File: src/rtl/sw_field_decoder_pkg.sv
// Shared definitions for the switch-field decoder.
//   MODE_*      : values of the 2-bit mode field (top two switch bits)
//   deb_state_t : debounce FSM state encoding
package sw_dec_pkg;

  localparam logic [1:0] MODE_LOW  = 2'b00;
  localparam logic [1:0] MODE_HIGH = 2'b01;
  localparam logic [1:0] MODE_CAT  = 2'b10;
  localparam logic [1:0] MODE_HOLD = 2'b11;

  typedef enum logic [1:0] {
    ST_IDLE   = 2'd0,
    ST_SETTLE = 2'd1,
    ST_UPDATE = 2'd2
  } deb_state_t;

endpackage

File: src/rtl/sw_debounce.sv
// Synchroniser plus stability filter for a raw switch bank.
// Ports:
//   clk           in   1  system clock
//   rst           in   1  asynchronous active-high reset
//   sw            in   W  raw switches, asynchronous to clk
//   stable_vec    out  W  switch value that passed the stability filter
//   stable_strobe out  1  one-cycle pulse when stable_vec has been refreshed
//   busy          out  1  FSM is not idle
//
// state     | meaning
// ST_IDLE   | waiting for the synchronised bank to differ from sw_last
// ST_SETTLE | counting consecutive cycles with sw_s == sw_last
// ST_UPDATE | value accepted; publish it and return to idle
module sw_debounce
  import sw_dec_pkg::*;
#(
  parameter int W          = 10,
  parameter int DEB_CYCLES = 4
) (
  input  logic         clk,
  input  logic         rst,
  input  logic [W-1:0] sw,
  output logic [W-1:0] stable_vec,
  output logic         stable_strobe,
  output logic         busy
);

  localparam int CNT_W = (DEB_CYCLES > 1) ? $clog2(DEB_CYCLES) : 1;
  localparam logic [CNT_W-1:0] CNT_LAST = CNT_W'(DEB_CYCLES - 1);

  deb_state_t     state, state_nxt;
  logic [W-1:0]   sync1, sw_s;
  logic [W-1:0]   sw_last, sw_last_nxt;
  logic [CNT_W-1:0] cnt, cnt_nxt;
  logic           publish;

  // State register
  always_ff @(posedge clk or posedge rst) begin
    if (rst) state <= ST_IDLE;
    else     state <= state_nxt;
  end

  // Next-state logic, including the sw_last / counter updates that go with it
  always_comb begin
    state_nxt   = state;
    sw_last_nxt = sw_last;
    cnt_nxt     = cnt;
    case (state)
      ST_IDLE: begin
        if (sw_s != sw_last) begin
          sw_last_nxt = sw_s;
          cnt_nxt     = '0;
          state_nxt   = ST_SETTLE;
        end
      end
      ST_SETTLE: begin
        if (sw_s != sw_last) begin
          // glitch: restart the stability window on the new value
          sw_last_nxt = sw_s;
          cnt_nxt     = '0;
        end else if (cnt == CNT_LAST) begin
          state_nxt = ST_UPDATE;
        end else begin
          cnt_nxt = cnt + CNT_W'(1);
        end
      end
      ST_UPDATE: state_nxt = ST_IDLE;
      default:   state_nxt = ST_IDLE;
    endcase
  end

  // Output logic
  always_comb begin
    busy    = (state != ST_IDLE);
    publish = (state == ST_UPDATE);
  end

  // Synchroniser, filter datapath and registered outputs
  always_ff @(posedge clk or posedge rst) begin
    if (rst) begin
      sync1         <= '0;
      sw_s          <= '0;
      sw_last       <= '0;
      cnt           <= '0;
      stable_vec    <= '0;
      stable_strobe <= 1'b0;
    end else begin
      sync1         <= sw;
      sw_s          <= sync1;
      sw_last       <= sw_last_nxt;
      cnt           <= cnt_nxt;
      stable_strobe <= publish;
      if (publish) stable_vec <= sw_last;
    end
  end

endmodule

File: src/rtl/sw_field_decoder.sv
// Debounced switch-field decoder driving a board-level result bus.
// Ports:
//   clk     in   1      system clock
//   rst     in   1      asynchronous active-high reset
//   sw      in   SW_W   raw switch bank
//   rez     out  OUT_W  registered decoded result
//   upd     out  1      one-cycle pulse when rez takes a new, different value
//   mode_o  out  2      mode applied at the last update
//   busy    out  1      debounce FSM not idle
module sw_field_decoder
  import sw_dec_pkg::*;
#(
  parameter int SW_W       = 10,
  parameter int FIELD_W    = 4,
  parameter int OUT_W      = 8,
  parameter int DEB_CYCLES = 4
) (
  input  logic             clk,
  input  logic             rst,
  input  logic [SW_W-1:0]  sw,
  output logic [OUT_W-1:0] rez,
  output logic             upd,
  output logic [1:0]       mode_o,
  output logic             busy
);

  localparam int WIDE_W = 2 * FIELD_W;

  logic [SW_W-1:0]    stable_vec;
  logic               stable_strobe;
  logic [1:0]         mode;
  logic [FIELD_W-1:0] f0, f1;
  logic [WIDE_W-1:0]  wide;
  logic [OUT_W-1:0]   rez_nxt;

  sw_debounce #(
    .W          (SW_W),
    .DEB_CYCLES (DEB_CYCLES)
  ) u_debounce (
    .clk           (clk),
    .rst           (rst),
    .sw            (sw),
    .stable_vec    (stable_vec),
    .stable_strobe (stable_strobe),
    .busy          (busy)
  );

  assign mode = stable_vec[SW_W-1 -: 2];
  assign f0   = stable_vec[FIELD_W-1:0];
  assign f1   = stable_vec[WIDE_W-1:FIELD_W];

  always_comb begin
    wide = '0;
    case (mode)
      MODE_LOW:  wide = {{FIELD_W{1'b0}}, f0};
      MODE_HIGH: wide = {f1, {FIELD_W{1'b0}}};
      MODE_CAT:  wide = {f1, f0};
      default:   wide = '0;
    endcase
  end

  // Decode is done at 2*FIELD_W bits, then fitted to the bus width
  generate
    if (OUT_W > WIDE_W) begin : g_ext
      assign rez_nxt = {{(OUT_W-WIDE_W){1'b0}}, wide};
    end else if (OUT_W == WIDE_W) begin : g_eq
      assign rez_nxt = wide;
    end else begin : g_trunc
      assign rez_nxt = wide[OUT_W-1:0];
    end
  endgenerate

  always_ff @(posedge clk or posedge rst) begin
    if (rst) begin
      rez    <= '0;
      upd    <= 1'b0;
      mode_o <= MODE_LOW;
    end else begin
      upd <= 1'b0;
      if (stable_strobe) begin
        mode_o <= mode;
        if (mode != MODE_HOLD) begin
          rez <= rez_nxt;
          upd <= (rez_nxt != rez);
        end
      end
    end
  end

endmodule

File: config.mk
export PLATFORM = sky130hd
export DESIGN_NAME = sw_field_decoder
export DESIGN_NICKNAME = d
export VERILOG_FILES = /design/src/rtl/sw_field_decoder_pkg.sv /design/src/rtl/sw_debounce.sv /design/src/rtl/sw_field_decoder.sv
export SDC_FILE = /design/constraint.sdc
export NUM_CORES = 1
export LEC_CHECK = 0
export CORE_MARGIN = 5
export CORE_UTILIZATION = 45
export CTS_CLUSTER_DIAMETER = 40
export DETAILED_ROUTE_END_ITERATION = 16
export MAX_ROUTING_LAYER = met4
export PLACE_DENSITY = 0.68
export SKIP_CTS_REPAIR_TIMING = 1
export SYNTH_ARGS = -nofsm -noshare
export SYNTH_HDL_FRONTEND = slang
export SYNTH_SLANG_ARGS = --single-unit
File: constraint.sdc
create_clock -name clk -period 1.5 [get_ports clk]
set_clock_uncertainty 0.05 [all_clocks]
set_input_delay 0.15 -clock clk [delete_from_list [all_inputs] [get_ports clk]]
set_output_delay 0.15 -clock clk [all_outputs]
set_load 0.02 [all_outputs]
==> load_flow_metrics.sql, run 1 <==
INSERT INTO impl_metrics (metric_group, metric, value, unit) VALUES
('detailed_routing', 'post_drt_via_cell_ratio', '5.26', ''),
('global_route', 'grt_start_max_net_pins', '57', ''),
('synth', 'synth_top_area_cell', 'sky130_fd_sc_hd__dfrtp_1', ''),
('worst_setup_path', 'crit_arrival', '1.72', 'ns'),
('timing', 'fmax', '0.631', 'GHz'),
('timing', 'finalHoldViolations', '0', ''),
('detailed_routing', 'number_of_drc_markers_after_the_initial_detailed_route_iteration', '49', ''),
('detailed_routing', 'routedWlPerCell', '14.7', 'µm'),
('floorplan', 'die_x', '80.3', 'µm'),
('power', 'power.leakage', '1.43', 'nW'),
('power', 'cellInternalPower', '2.04', 'mW'),
('power', 'switching_share', '20.3', '%'),
('power', 'vdd.ir_drop.worst', '0.000750', 'V'),
('global_route', 'global_route.usage.met3', '4.37', '%'),
('timing', 'timing.final.crit_period', '1.58', 'ns'),
('detailed_routing', 'remaining_drc_errors', '0', ''),
('placed_design', 'dp_cell_count', '263', ''),
('floorplan', 'io_pins', '24', ''),
('cells_and_area', 'drive_above_1_share', '27.6', '%'),
('synth', 'yosysSeqAreaShare', '63.0', '%'),
('global_route', 'grt_first_pass_wirelength', '6.85', 'mm'),
('power', 'p_switching', '519', 'µW'),
('floorplan', 'start_util', '46.8', '%'),
('synth', 'netlist_top_cells_area', 'sky130_fd_sc_hd__dfrtp_1 63%, sky130_fd_sc_hd__mux2_2 11%, sky130_fd_sc_hd__xnor2_1 4.7%', ''),
('detailed_routing', 'vias_post_dr', '1421', ''),
('synth', 'synthesis.instances', '158', ''),
('timing', 'timing.final.setup_violations', '5', ''),
('floorplan', 'dieHeight', '80.3', 'µm'),
('detailed_routing', 'ant_nets', '0', ''),
('synth', 'synth-async-reset-ratio', '100', '%'),
('synth', 'synth_enable_flop_cells', '0', ''),
('timing', 'setup_repair_after_global_routing_missed_its_margin', 'true', ''),
('timing', 'timing_max_transition_violations_final', '0', ''),
('synth', 'syn_area', '2230', 'µm²'),
('global_route', 'grt.overflow.total', '0', ''),
('placed_design', 'placed_area', '2690', 'µm²'),
('clock_tree', 'tritoncts.num_buffers', '5', ''),
('global_route', 'number_of_global_route_vias_before_repair', '1508', ''),
('global_route', 'overall_fraction_of_global_route_tracks_in_use', '14.3', '%'),
('power', 'powerDensity', '903', 'nW/µm²'),
('cells_and_area', 'final_nets', '216', ''),
('power', 'clock_power_share', '33.2', '%'),
('status', 'status', 'finished with violations', ''),
('placed_design', 'buffer_ports.inserted', '23', ''),
('floorplan', 'core-area', '4750', 'µm²'),
('clock_tree', 'worst_skew_pair.late_latency', '0.30', 'ns'),
('power', 'fin_total_pwr', '2.56', 'mW'),
('synth', 'flops_latches_synth', '56', ''),
('status', 'failed_checks', 'negative setup slack', ''),
('global_route', 'antenna_found_initial', '0', ''),
('global_route', 'busiest_layer', 'met2', ''),
('timing', 'layout_worst_path_cycle_share', '106', '%'),
('global_route', 'met1_usage', '16.5', '%'),
('synth', 'ys_warn_count', '0', ''),
('synth', 'synth.top_cells.by_count', '56 x sky130_fd_sc_hd__dfrtp_1, 22 x sky130_fd_sc_hd__mux2_2, 12 x sky130_fd_sc_hd__xnor2_1', ''),
('clock_tree', 'clk_pin_slew_worst_paths', '0.09', 'ns'),
('worst_setup_path', 'path_class', 'flip-flop to flip-flop', ''),
('floorplan', 'placementRows', '25', ''),
('clock_tree', 'cts_num_sinks', '56', ''),
('worst_setup_path', 'cp_data_required_time', '1.64', 'ns'),
('worst_setup_path', 'crit_path_end_kind', 'flip-flop', ''),
('global_route', 'globalRouteMet2Util', '23.1', '%'),
('clock_tree', 'ctsLongestPathBuffers', '2', ''),
('synth', 'synth_top_cell_area_share', '63.0', '%'),
('run', 'cap_viol_max_count', '0', ''),
('power', 'sequentialPowerShare', '61.6', '%'),
('timing', 'setup_slack', '-0.0837', 'ns'),
('worst_hold_path', 'min-delay-path-class', 'primary input to asynchronous set/reset pin', ''),
('synth', 'syn_nets', '171', ''),
('power', 'combPwrFrac', '5.2', '%'),
('detailed_routing', 'routed_wirelength', '3.97', 'mm');
## metrics by stage
step           utilization, %  hold WS (ns)
2_1_floorplan               -         0.131
3_3_place_gp             56.5         0.281
3_5_place_dp             56.5         0.285
4_1_cts                  58.5         0.216
5_1_grt                  59.5         0.206
6_report                 59.5         0.207
## sequential cells by signal, summed over array words and instances (netlist names)
| signal | cells |
|---|---|
| u_debounce.cnt | 2 |
| u_debounce.stable_strobe | 1 |
| rez | 8 |
| u_debounce.sw_s | 10 |
| mode_o | 2 |
| u_debounce.stable_vec | 10 |
| u_debounce.sync1 | 10 |
| u_debounce.sw_last | 10 |
| upd | 1 |
| u_debounce.state | 2 |
## cell families (layout without fill, tap and decap cells)
| kind of cell | count (synthesis) | count (layout) | synth area share (%) |
|---|---|---|---|
| and+or+nand+nor | 29 | 29 | 7.42 |
| xor gates and xnor gates | 15 | 15 | 6.24 |
| DFF | 56 | 56 | 63.0 |
| muxes | 22 | 22 | 11.1 |
| adders and majority gates | 1 | 1 | 0.562 |
| AOI/OAI and AO/OA | 25 | 25 | 9.50 |
| buffers and inverters | 10 | 55 | 2.19 |
## power by group through the flow
stage                     clock network (mW)  logic, mW  registers [mW]
after floorplan                            0     0.0631            1.60
after global placement                     0      0.130            1.60
after detailed placement                   0      0.135            1.60
after CTS                              0.884      0.135            1.57
after global routing                   0.939      0.149            1.58
final                                  0.848      0.134            1.57
## per-layer routing
layer | share of wire, % | vias up
met4 | 2.4 | 0
li1 | - | 655
met3 | 4.9 | 11
met1 | 43 | 715
met5 | 0 | -
met2 | 50 | 40
## worst paths after layout
path                                                        end  slack (ns)                              start
setup reg to reg              u_debounce.sw_last[6]$_DFFE_PP0P_       -0.08  u_debounce.sw_last[2]$_DFFE_PP0P_
setup / recovery              u_debounce.sw_last[6]$_DFFE_PP0P_       -0.08  u_debounce.sw_last[2]$_DFFE_PP0P_
hold reg to reg                    u_debounce.sw_s[9]$_DFF_PP0_        0.30      u_debounce.sync1[9]$_DFF_PP0_
hold / removal             u_debounce.stable_vec[2]$_DFFE_PP0P_        0.21                                rst
min in group clk                  u_debounce.sync1[0]$_DFF_PP0_        0.23                              sw[0]
max in group asynchronous          u_debounce.sw_s[4]$_DFF_PP0_        0.94                                rst
## area by class of cell
class / count / area, µm² / area share, %
inverters: 6 / 26.3 / 0.929
clock buffers: 7 / 96.3 / 3.41
well taps: 67 / 83.8 / 2.96
multi-input cells: 92 / 795 / 28.1
repair buffers: 42 / 425 / 15.0
flip-flops and latches: 56 / 1400 / 49.6
## critical path, stage by stage, from the launching register on
cell,delay (ns)
sky130_fd_sc_hd__dfrtp_1,0.40
sky130_fd_sc_hd__xnor2_1,0.19
sky130_fd_sc_hd__nand4_1,0.20
sky130_fd_sc_hd__o31a_1,0.35
sky130_fd_sc_hd__mux2_2,0.28
## placed cells by master (no fill, tap or decap), types with 2 or more instances in the layout
cell type	instances
sky130_fd_sc_hd__o22ai_1	3
sky130_fd_sc_hd__mux2_2	22
sky130_fd_sc_hd__nand4b_1	2
sky130_fd_sc_hd__a32o_1	3
sky130_fd_sc_hd__dlymetal6s2s_1	11
sky130_fd_sc_hd__xor2_1	2
sky130_fd_sc_hd__nor3_1	2
sky130_fd_sc_hd__buf_12	2
sky130_fd_sc_hd__buf_4	17
sky130_fd_sc_hd__xnor2_1	11
sky130_fd_sc_hd__nand4_1	2
sky130_fd_sc_hd__inv_1	5
sky130_fd_sc_hd__a22o_1	6
sky130_fd_sc_hd__nor2_1	5
sky130_fd_sc_hd__o21ai_0	2
sky130_fd_sc_hd__clkbuf_8	7
sky130_fd_sc_hd__nand2_1	7
sky130_fd_sc_hd__clkdlybuf4s50_1	12
sky130_fd_sc_hd__nand2b_1	2
sky130_fd_sc_hd__dfrtp_1	55
sky130_fd_sc_hd__nand3b_1	2
No activity file was read; power rests on OpenSTA's default activity.
==> run 2: changes to the inputs <==
--- a/config.mk
+++ b/config.mk
@@ -11,6 +11,7 @@
 export DETAILED_ROUTE_END_ITERATION = 16
 export MAX_ROUTING_LAYER = met4
 export PLACE_DENSITY = 0.68
+export RECOVER_POWER = 100
 export SKIP_CTS_REPAIR_TIMING = 1
 export SYNTH_ARGS = -nofsm -noshare
 export SYNTH_HDL_FRONTEND = slang
==> run 2 against run 1 <==
The flow still finishes with violations (negative setup slack); fmax about the same; worst hold slack better by 0.096 ns; global-route usage is the same; via count is 0.21% lower; non-clock buffer count unchanged; total power fell by 0.31%; sequential cell count did not move; register-to-register slack barely moved; critical endpoint unchanged; highest routed layer unchanged.
==> load_flow_metrics.sql, run 2 (same netlist as run 1, synthesis figures left out) <==
INSERT INTO impl_metrics (metric_group, metric, value, unit) VALUES
('clock_tree', 'tritoncts.num_buffers', '5', ''),
('cells_and_area', 'layout_common_cells', '55 x sky130_fd_sc_hd__dfrtp_1, 22 x sky130_fd_sc_hd__mux2_2, 15 x sky130_fd_sc_hd__buf_4', ''),
('floorplan', 'io_pins', '24', ''),
('worst_setup_path', 'reg2reg_to', 'u_debounce.sw_last[6]$_DFFE_PP0P_', ''),
('worst_hold_path', 'min-delay-path-class', 'flip-flop to flip-flop', ''),
('cells_and_area', 'commonest_non_fill_non_tap_cell_in_the_layout', 'sky130_fd_sc_hd__dfrtp_1', ''),
('placed_design', 'placed_area', '2690', 'µm²'),
('power', 'vdd.ir_drop.worst', '0.000750', 'V'),
('global_route', 'grt.overflow.total', '0', ''),
('worst_setup_path', 'worst_r2r_startpoint', 'u_debounce.sw_last[2]$_DFFE_PP0P_', ''),
('floorplan', 'placementRows', '25', ''),
('placed_design', 'dp_cell_count', '263', ''),
('worst_setup_path', 'crit_arrival', '1.72', 'ns'),
('worst_hold_path', 'min_delay_path_depth', '0', ''),
('global_route', 'antenna_found_initial', '0', ''),
('power', 'power.leakage', '1.20', 'nW'),
('worst_setup_path', 'regToRegSetupSlack', '-0.08', 'ns'),
('cells_and_area', 'fillerInstances', '394', ''),
('timing', 'fmax', '0.631', 'GHz'),
('clock_tree', 'cts-root-buf', 'sky130_fd_sc_hd__clkbuf_8', ''),
('power', 'fin_total_pwr', '2.55', 'mW'),
('clock_tree', 'ctsLongestPathBuffers', '2', ''),
('detailed_routing', 'routedWlPerCell', '14.7', 'µm'),
('timing', 'timing.final.crit_period', '1.58', 'ns'),
('detailed_routing', 'vias_post_dr', '1418', ''),
('worst_setup_path', 'critical_path_cell_by_cell', 'xnor2_1 > nand4_1 > o31a_1 > mux2_2', ''),
('clock_tree', 'clock_tree.htree_level_count', '2', ''),
('clock_tree', 'cts_num_sinks', '56', ''),
('global_route', 'number_of_global_route_vias_before_repair', '1508', ''),
('worst_hold_path', 'worst_hold_path.endpoint', 'u_debounce.sw_s[9]$_DFF_PP0_', ''),
('cells_and_area', 'area.growth.synth_to_final', '21.4', '%'),
('status', 'failed_checks', 'negative setup slack', ''),
('cells_and_area', 'n_antenna_cell', '0', ''),
('timing', 'setup_slack', '-0.0840', 'ns'),
('detailed_routing', 'firstDrtPassIters', '4', ''),
('timing', 'slew_at_the_pin_closest_to_its_max_slew_limit', '0.752', 'ns'),
('cells_and_area', 'final_nets', '216', ''),
('timing', 'finalHoldViolations', '0', ''),
('worst_setup_path', 'crit_path_end_kind', 'flip-flop', ''),
('timing', 'setup_repair_after_global_routing_missed_its_margin', 'true', ''),
('clock_tree', 'cts_tree', 'done', ''),
('detailed_routing', 'post_drt_via_cell_ratio', '5.25', ''),
('worst_setup_path', 'critPathMaxStageDelay', '0.40', 'ns'),
('timing', 'timing.max_slew.rel_slack', '49.9', '%'),
('timing', 'layout_worst_path_cycle_share', '106', '%'),
('status', 'status', 'finished with violations', ''),
('worst_setup_path', 'reg2reg_depth', '4', ''),
('cells_and_area', 'drive_above_1_share', '27.1', '%'),
('placed_design', 'detailed_place_hpwl', '2.85', 'mm'),
('floorplan', 'start_util', '46.8', '%'),
('timing', 'timing.final.setup_violations', '5', ''),
('floorplan', 'die_x', '80.3', 'µm'),
('floorplan', 'core-area', '4750', 'µm²'),
('detailed_routing', 'routed_wirelength', '3.98', 'mm'),
('cells_and_area', 'final-instance-count-excl-fill', '270', ''),
('power', 'powerDensity', '943', 'nW/µm²'),
('placed_design', 'buffer_ports.inserted', '23', ''),
('detailed_routing', 'remaining_drc_errors', '0', ''),
('cells_and_area', 'sequential_area', '1400', 'µm²'),
('worst_setup_path', 'cp_data_required_time', '1.64', 'ns'),
('cells_and_area', 'final_core_util', '56.8', '%'),
('detailed_routing', 'ant_nets', '0', ''),
('timing', 'timing_max_transition_violations_final', '0', ''),
('global_route', 'grt_start_max_net_pins', '57', ''),
('clock_tree', 'clk_pin_slew_worst_paths', '0.08', 'ns'),
('clock_tree', 'worst_skew_pair.late_latency', '0.30', 'ns'),
('global_route', 'overall_fraction_of_global_route_tracks_in_use', '14.3', '%'),
('cells_and_area', 'area_of_the_multi_input_gates', '783', 'µm²'),
('worst_setup_path', 'path_class', 'flip-flop to flip-flop', ''),
('worst_setup_path', 'crit_fanout', '3', ''),
('worst_hold_path', 'holdCritStartpoint', 'u_debounce.sync1[9]$_DFF_PP0_', ''),
('run', 'cap_viol_max_count', '0', ''),
('global_route', 'grt_first_pass_wirelength', '6.85', 'mm'),
('cells_and_area', 'postLayoutCellArea', '2700', 'µm²'),
('floorplan', 'dieHeight', '80.3', 'µm'),
('worst_setup_path', 'library_cell_contributing_the_largest_single_delay_on_the_critical_path', 'sky130_fd_sc_hd__dfrtp_1', ''),
('placed_design', 'gpl.final_weighted_congestion', '0.768', ''),
('detailed_routing', 'number_of_drc_markers_after_the_initial_detailed_route_iteration', '55', ''),
('floorplan', 'die_area', '6450', 'µm²'),
('worst_setup_path', 'worstSetupStartpointType', 'flip-flop', '');
-- run 2: cell types whose count changed in the layout (fill, tap and decap cells not counted) --
cell / change
sky130_fd_sc_hd__clkbuf_2: +1
sky130_fd_sc_hd__dlygate4sd3_1: +11
sky130_fd_sc_hd__xor2_4: -1
sky130_fd_sc_hd__dlymetal6s2s_1: -11
sky130_fd_sc_hd__xor2_2: +1
sky130_fd_sc_hd__buf_12: -1
sky130_fd_sc_hd__clkbuf_4: +1
sky130_fd_sc_hd__clkbuf_1: +12
sky130_fd_sc_hd__clkdlybuf4s50_1: -11
sky130_fd_sc_hd__buf_4: -2
-- run 2: area by class of cell --
| type | count | share of cell area, % |
|---|---|---|
| well taps | 67 | 3.10 |
| inverters | 6 | 0.972 |
| repair buffers | 42 | 11.5 |
| flip-flops and latches | 56 | 51.9 |
| multi-input cells | 92 | 29.0 |
| clock buffers | 7 | 3.56 |
-- run 2: worst max-delay path by stage --
| stage | cells after the start | to | start | slack, ns |
|---|---|---|---|---|
| after CTS | 2 | busy | u_debounce.state[0]$_DFFE_PP0P_ | -0.23 |
| after global placement | 4 | upd$_DFF_PP0_ | u_debounce.stable_vec[8]$_DFFE_PP0P_ | -0.07 |
| after global routing | 4 | u_debounce.cnt[0]$_DFFE_PP0P_ | u_debounce.sw_last[0]$_DFFE_PP0P_ | -0.15 |
| after detailed placement | 4 | upd$_DFF_PP0_ | u_debounce.stable_vec[8]$_DFFE_PP0P_ | -0.07 |
| after floorplan | 3 | upd$_DFF_PP0_ | rez[3]$_DFFE_PP0P_ | 0.05 |
| final | 4 | u_debounce.sw_last[6]$_DFFE_PP0P_ | u_debounce.sw_last[2]$_DFFE_PP0P_ | -0.08 |
-- run 2: worst max-delay path: cells and delay by family, from the launching register on --
kind            cells  cell delay [ns]
compound gates      1             0.35
simple gates        1             0.20
xor+xnor            1             0.19
mux                 1             0.28
flops               1             0.40
-- run 2: per-stage QoR --
stage,hold WS (ns),setup slack (ns),TNS (ns)
floorplan,0.131,0.0541,0
global placement,0.281,-0.0694,-0.0694
detailed placement,0.285,-0.0720,-0.221
CTS,0.216,-0.231,-1.17
global route,0.312,-0.153,-0.789
finish,0.303,-0.0840,-0.324
-- run 2: power breakdown --
part,switching (mW),internal [mW]
clock,0.439,0.412
combinational,0.0572,0.0659
sequential,0.0247,1.55
total,0.521,2.03
-- run 2: per-layer routing --
metal / part of all wire (%) / vias to the layer above / track usage, %
li1: - / 652 / -
met4: 2.4 / 0 / 6.59
met1: 43 / 713 / 16.5
met5: 0 / - / -
met3: 5.1 / 11 / 4.37
met2: 50 / 42 / 23.1
==> run 3: changes to the inputs <==
--- a/config.mk
+++ b/config.mk
@@ -15,4 +15,5 @@
 export SKIP_CTS_REPAIR_TIMING = 1
 export SYNTH_ARGS = -nofsm -noshare
 export SYNTH_HDL_FRONTEND = slang
+export SYNTH_HIERARCHICAL = 1
 export SYNTH_SLANG_ARGS = --single-unit
==> run 3 against run 2 <==
The run still ends with negative setup slack left; utilization is 0.71 points lower; via count rose by 1.1%; first-iteration DRC count shrank 5.5%; non-clock buffer count fell by 1; sequential share of layout area decreased by 2.4 points; global-route usage fell by 0.31 points; fmax grew 0.16%; clock-buffer cell count fell by 2; critical path depth is the same; combinational power hardly changed.
==> load_flow_metrics.sql, run 3 <==
INSERT INTO impl_metrics (metric_group, metric, value, unit) VALUES
('worst_setup_path', 'critPathMaxStageDelay', '0.41', 'ns'),
('timing', 'layout_worst_path_cycle_share', '105', '%'),
('synth', 'synthesis.instances', '171', ''),
('clock_tree', 'clk_pin_slew_worst_paths', '0.10', 'ns'),
('global_route', 'grt_start_max_net_pins', '46', ''),
('synth', 'netlist_top_cells_area', 'sky130_fd_sc_hd__dfrtp_1 61%, sky130_fd_sc_hd__mux2_2 9.3%, sky130_fd_sc_hd__xor2_1 3.8%', ''),
('worst_setup_path', 'critical_path_cell_by_cell', 'xor2_1 > nor4_2 > a31oi_1 > mux2_1', ''),
('timing', 'timing.final.setup_violations', '3', ''),
('power', 'powerDensity', '993', 'nW/µm²'),
('global_route', 'overall_fraction_of_global_route_tracks_in_use', '14.0', '%'),
('worst_setup_path', 'number_of_buffer_and_inverter_instances_along_the_worst_setup_path', '0', ''),
('synth', 'synth.top_cells.by_count', '56 x sky130_fd_sc_hd__dfrtp_1, 19 x sky130_fd_sc_hd__mux2_2, 10 x sky130_fd_sc_hd__nor2_1, 10 x sky130_fd_sc_hd__xor2_1, 7 x sky130_fd_sc_hd__nand2_1', ''),
('cells_and_area', 'drive_above_1_share', '29.2', '%'),
('worst_setup_path', 'path_class', 'flip-flop to flip-flop', ''),
('synth', 'post-synth-top-count-cell', 'sky130_fd_sc_hd__dfrtp_1', ''),
('detailed_routing', 'vias_post_dr', '1434', ''),
('detailed_routing', 'post_drt_via_cell_ratio', '5.09', ''),
('power', 'vdd.ir_drop.worst', '0.000556', 'V'),
('synth', 'flops_latches_synth', '56', ''),
('placed_design', 'buffer_ports.inserted', '23', ''),
('floorplan', 'die_area', '6630', 'µm²'),
('detailed_routing', 'firstDrtPassIters', '4', ''),
('worst_setup_path', 'cp_data_required_time', '1.64', 'ns'),
('timing', 'timing.max_slew.rel_slack', '35.8', '%'),
('clock_tree', 'clock_tree.htree_level_count', '2', ''),
('global_route', 'grt.overflow.total', '0', ''),
('floorplan', 'core-area', '5040', 'µm²'),
('worst_setup_path', 'crit_arrival', '1.73', 'ns'),
('synth', 'syn_area', '2290', 'µm²'),
('run', 'cap_viol_max_count', '0', ''),
('cells_and_area', 'postLayoutCellArea', '2830', 'µm²'),
('worst_setup_path', 'crit_fanout', '3', ''),
('status', 'failed_checks', 'negative setup slack', ''),
('clock_tree', 'cts_num_sinks', '56', ''),
('clock_tree', 'ctsLongestPathBuffers', '2', ''),
('synth', 'syn_avg_cell_area', '13.4', 'µm²'),
('synth', 'synth_top_cell_area_share', '61.1', '%'),
('worst_setup_path', 'library_cell_contributing_the_largest_single_delay_on_the_critical_path', 'sky130_fd_sc_hd__dfrtp_1', ''),
('cells_and_area', 'area.growth.synth_to_final', '23.3', '%'),
('timing', 'finalHoldViolations', '0', ''),
('cells_and_area', 'commonest_non_fill_non_tap_cell_in_the_layout', 'sky130_fd_sc_hd__dfrtp_1', ''),
('floorplan', 'io_pins', '24', ''),
('synth', 'ys_warn_count', '6', ''),
('floorplan', 'start_util', '45.5', '%'),
('synth', 'synth_enable_flop_cells', '0', ''),
('detailed_routing', 'ant_nets', '0', ''),
('placed_design', 'gpl.final_weighted_congestion', '0.825', ''),
('cells_and_area', 'final-instance-count-excl-fill', '282', ''),
('synth', 'yosysSeqAreaShare', '61.1', '%'),
('synth', 'synth_cell_types', '39', ''),
('timing', 'timing_max_transition_violations_final', '0', ''),
('worst_hold_path', 'min-delay-path-class', 'primary input to asynchronous set/reset pin', ''),
('global_route', 'grt_first_pass_wirelength', '6.85', 'mm'),
('clock_tree', 'tritoncts.num_buffers', '5', ''),
('timing', 'setup_repair_after_global_routing_missed_its_margin', 'true', ''),
('synth', 'synth-async-reset-ratio', '100', '%'),
('worst_setup_path', 'crit_path_end_kind', 'flip-flop', ''),
('detailed_routing', 'routedWlPerCell', '14.4', 'µm'),
('synth', 'synth_top_area_cell', 'sky130_fd_sc_hd__dfrtp_1', ''),
('placed_design', 'placed_area', '2710', 'µm²'),
('global_route', 'antenna_found_initial', '0', ''),
('worst_setup_path', 'worstSetupStartpointType', 'flip-flop', ''),
('timing', 'setup_slack', '-0.0815', 'ns'),
('clock_tree', 'cts-root-buf', 'sky130_fd_sc_hd__clkbuf_8', ''),
('power', 'power.leakage', '1.24', 'nW'),
('cells_and_area', 'final_nets', '225', ''),
('floorplan', 'dieHeight', '81.4', 'µm'),
('detailed_routing', 'number_of_drc_markers_after_the_initial_detailed_route_iteration', '52', ''),
('detailed_routing', 'routed_wirelength', '4.07', 'mm'),
('detailed_routing', 'remaining_drc_errors', '0', ''),
('cells_and_area', 'n_antenna_cell', '0', ''),
('timing', 'slew_at_the_pin_closest_to_its_max_slew_limit', '0.962', 'ns'),
('global_route', 'number_of_global_route_vias_before_repair', '1516', ''),
('cells_and_area', 'layout_common_cells', '56 x sky130_fd_sc_hd__dfrtp_1, 20 x sky130_fd_sc_hd__mux2_2, 12 x sky130_fd_sc_hd__buf_4', ''),
('timing', 'fmax', '0.632', 'GHz'),
('floorplan', 'placementRows', '26', ''),
('worst_setup_path', 'crit_family', 'flip-flops', ''),
('synth', 'ys.flop_type', 'sky130_fd_sc_hd__dfrtp_1', ''),
('placed_design', 'dp_cell_count', '273', ''),
('synth', 'syn_nets', '184', ''),
('clock_tree', 'cts_tree', 'done', ''),
('floorplan', 'die_x', '81.4', 'µm'),
('timing', 'timing.final.crit_period', '1.58', 'ns'),
('clock_tree', 'worst_skew_pair.late_latency', '0.30', 'ns'),
('placed_design', 'detailed_place_hpwl', '2.88', 'mm'),
('status', 'status', 'finished with violations', '');
## run 3: metrics by stage
stage          util, %  setup TNS, ns  setup WS [ns]  hold slack (ns)  power [mW]
2_1_floorplan        -         -0.104        -0.0519          -0.0476        1.66
3_3_place_gp      53.8        -0.0643        -0.0330            0.282        1.72
3_5_place_dp      53.8         -0.288         -0.135            0.285        1.73
4_1_cts           56.4          -1.36         -0.299            0.126        2.85
5_1_grt           56.1          -1.83         -0.145            0.294        2.92
6_report          56.1         -0.197        -0.0815            0.251        2.81
## run 3: cell families after synthesis
family,after synthesis,share of synthesized area (%)
DFF,56,61.1
and+or+nand+nor,38,10.5
AOI/OAI and AO/OA,28,9.11
muxes,21,10.3
xor gates and xnor gates,15,5.72
buffers and inverters,12,2.78
adders and majority gates,1,0.545
## run 3: layout make-up
cell class                 count  area, µm²
sequential                    56       1400
inverter                       5       18.8
fill                         426       2210
clock buffer                   5       68.8
clock inverter                 2       60.1
tap                           70       87.6
timing repair buffer          41        310
multi-input combinational    103        883
## run 3: final timing paths
kind / from / to / slack [ns] / depth (start not counted)
max in group asynchronous: rst / u_debounce/sw_s[3]$_DFF_PP0_ / 0.21 / 3
worst max register to register: u_debounce/sw_last[4]$_DFFE_PP0P_ / u_debounce/sw_last[7]$_DFFE_PP0P_ / -0.08 / 4
worst max-delay path: u_debounce/sw_last[4]$_DFFE_PP0P_ / u_debounce/sw_last[7]$_DFFE_PP0P_ / -0.08 / 4
min in group clk: u_debounce/sync1[7]$_DFF_PP0_ / u_debounce/sw_s[7]$_DFF_PP0_ / 0.31 / 0
worst min register to register: u_debounce/sync1[7]$_DFF_PP0_ / u_debounce/sw_s[7]$_DFF_PP0_ / 0.31 / 0
worst min-delay path: rst / rez[5]$_DFFE_PP0P_ / 0.25 / 2
## run 3: metal layers
metal | part of all wire, % | vias up | routed length (µm) | track usage, %
met5 | 0 | - | 0 | -
li1 | - | 687 | - | -
met3 | 4.5 | 8 | 184 | 4.06
met4 | 1.4 | 0 | 58 | 5.91
met2 | 51 | 31 | 2090 | 22.9
met1 | 43 | 708 | 1740 | 16.2
## run 3: power breakdown
| part | internal, mW | switching, mW |
|---|---|---|
| registers | 1.55 | 0.0237 |
| clock network | 0.657 | 0.459 |
| logic | 0.0597 | 0.0614 |
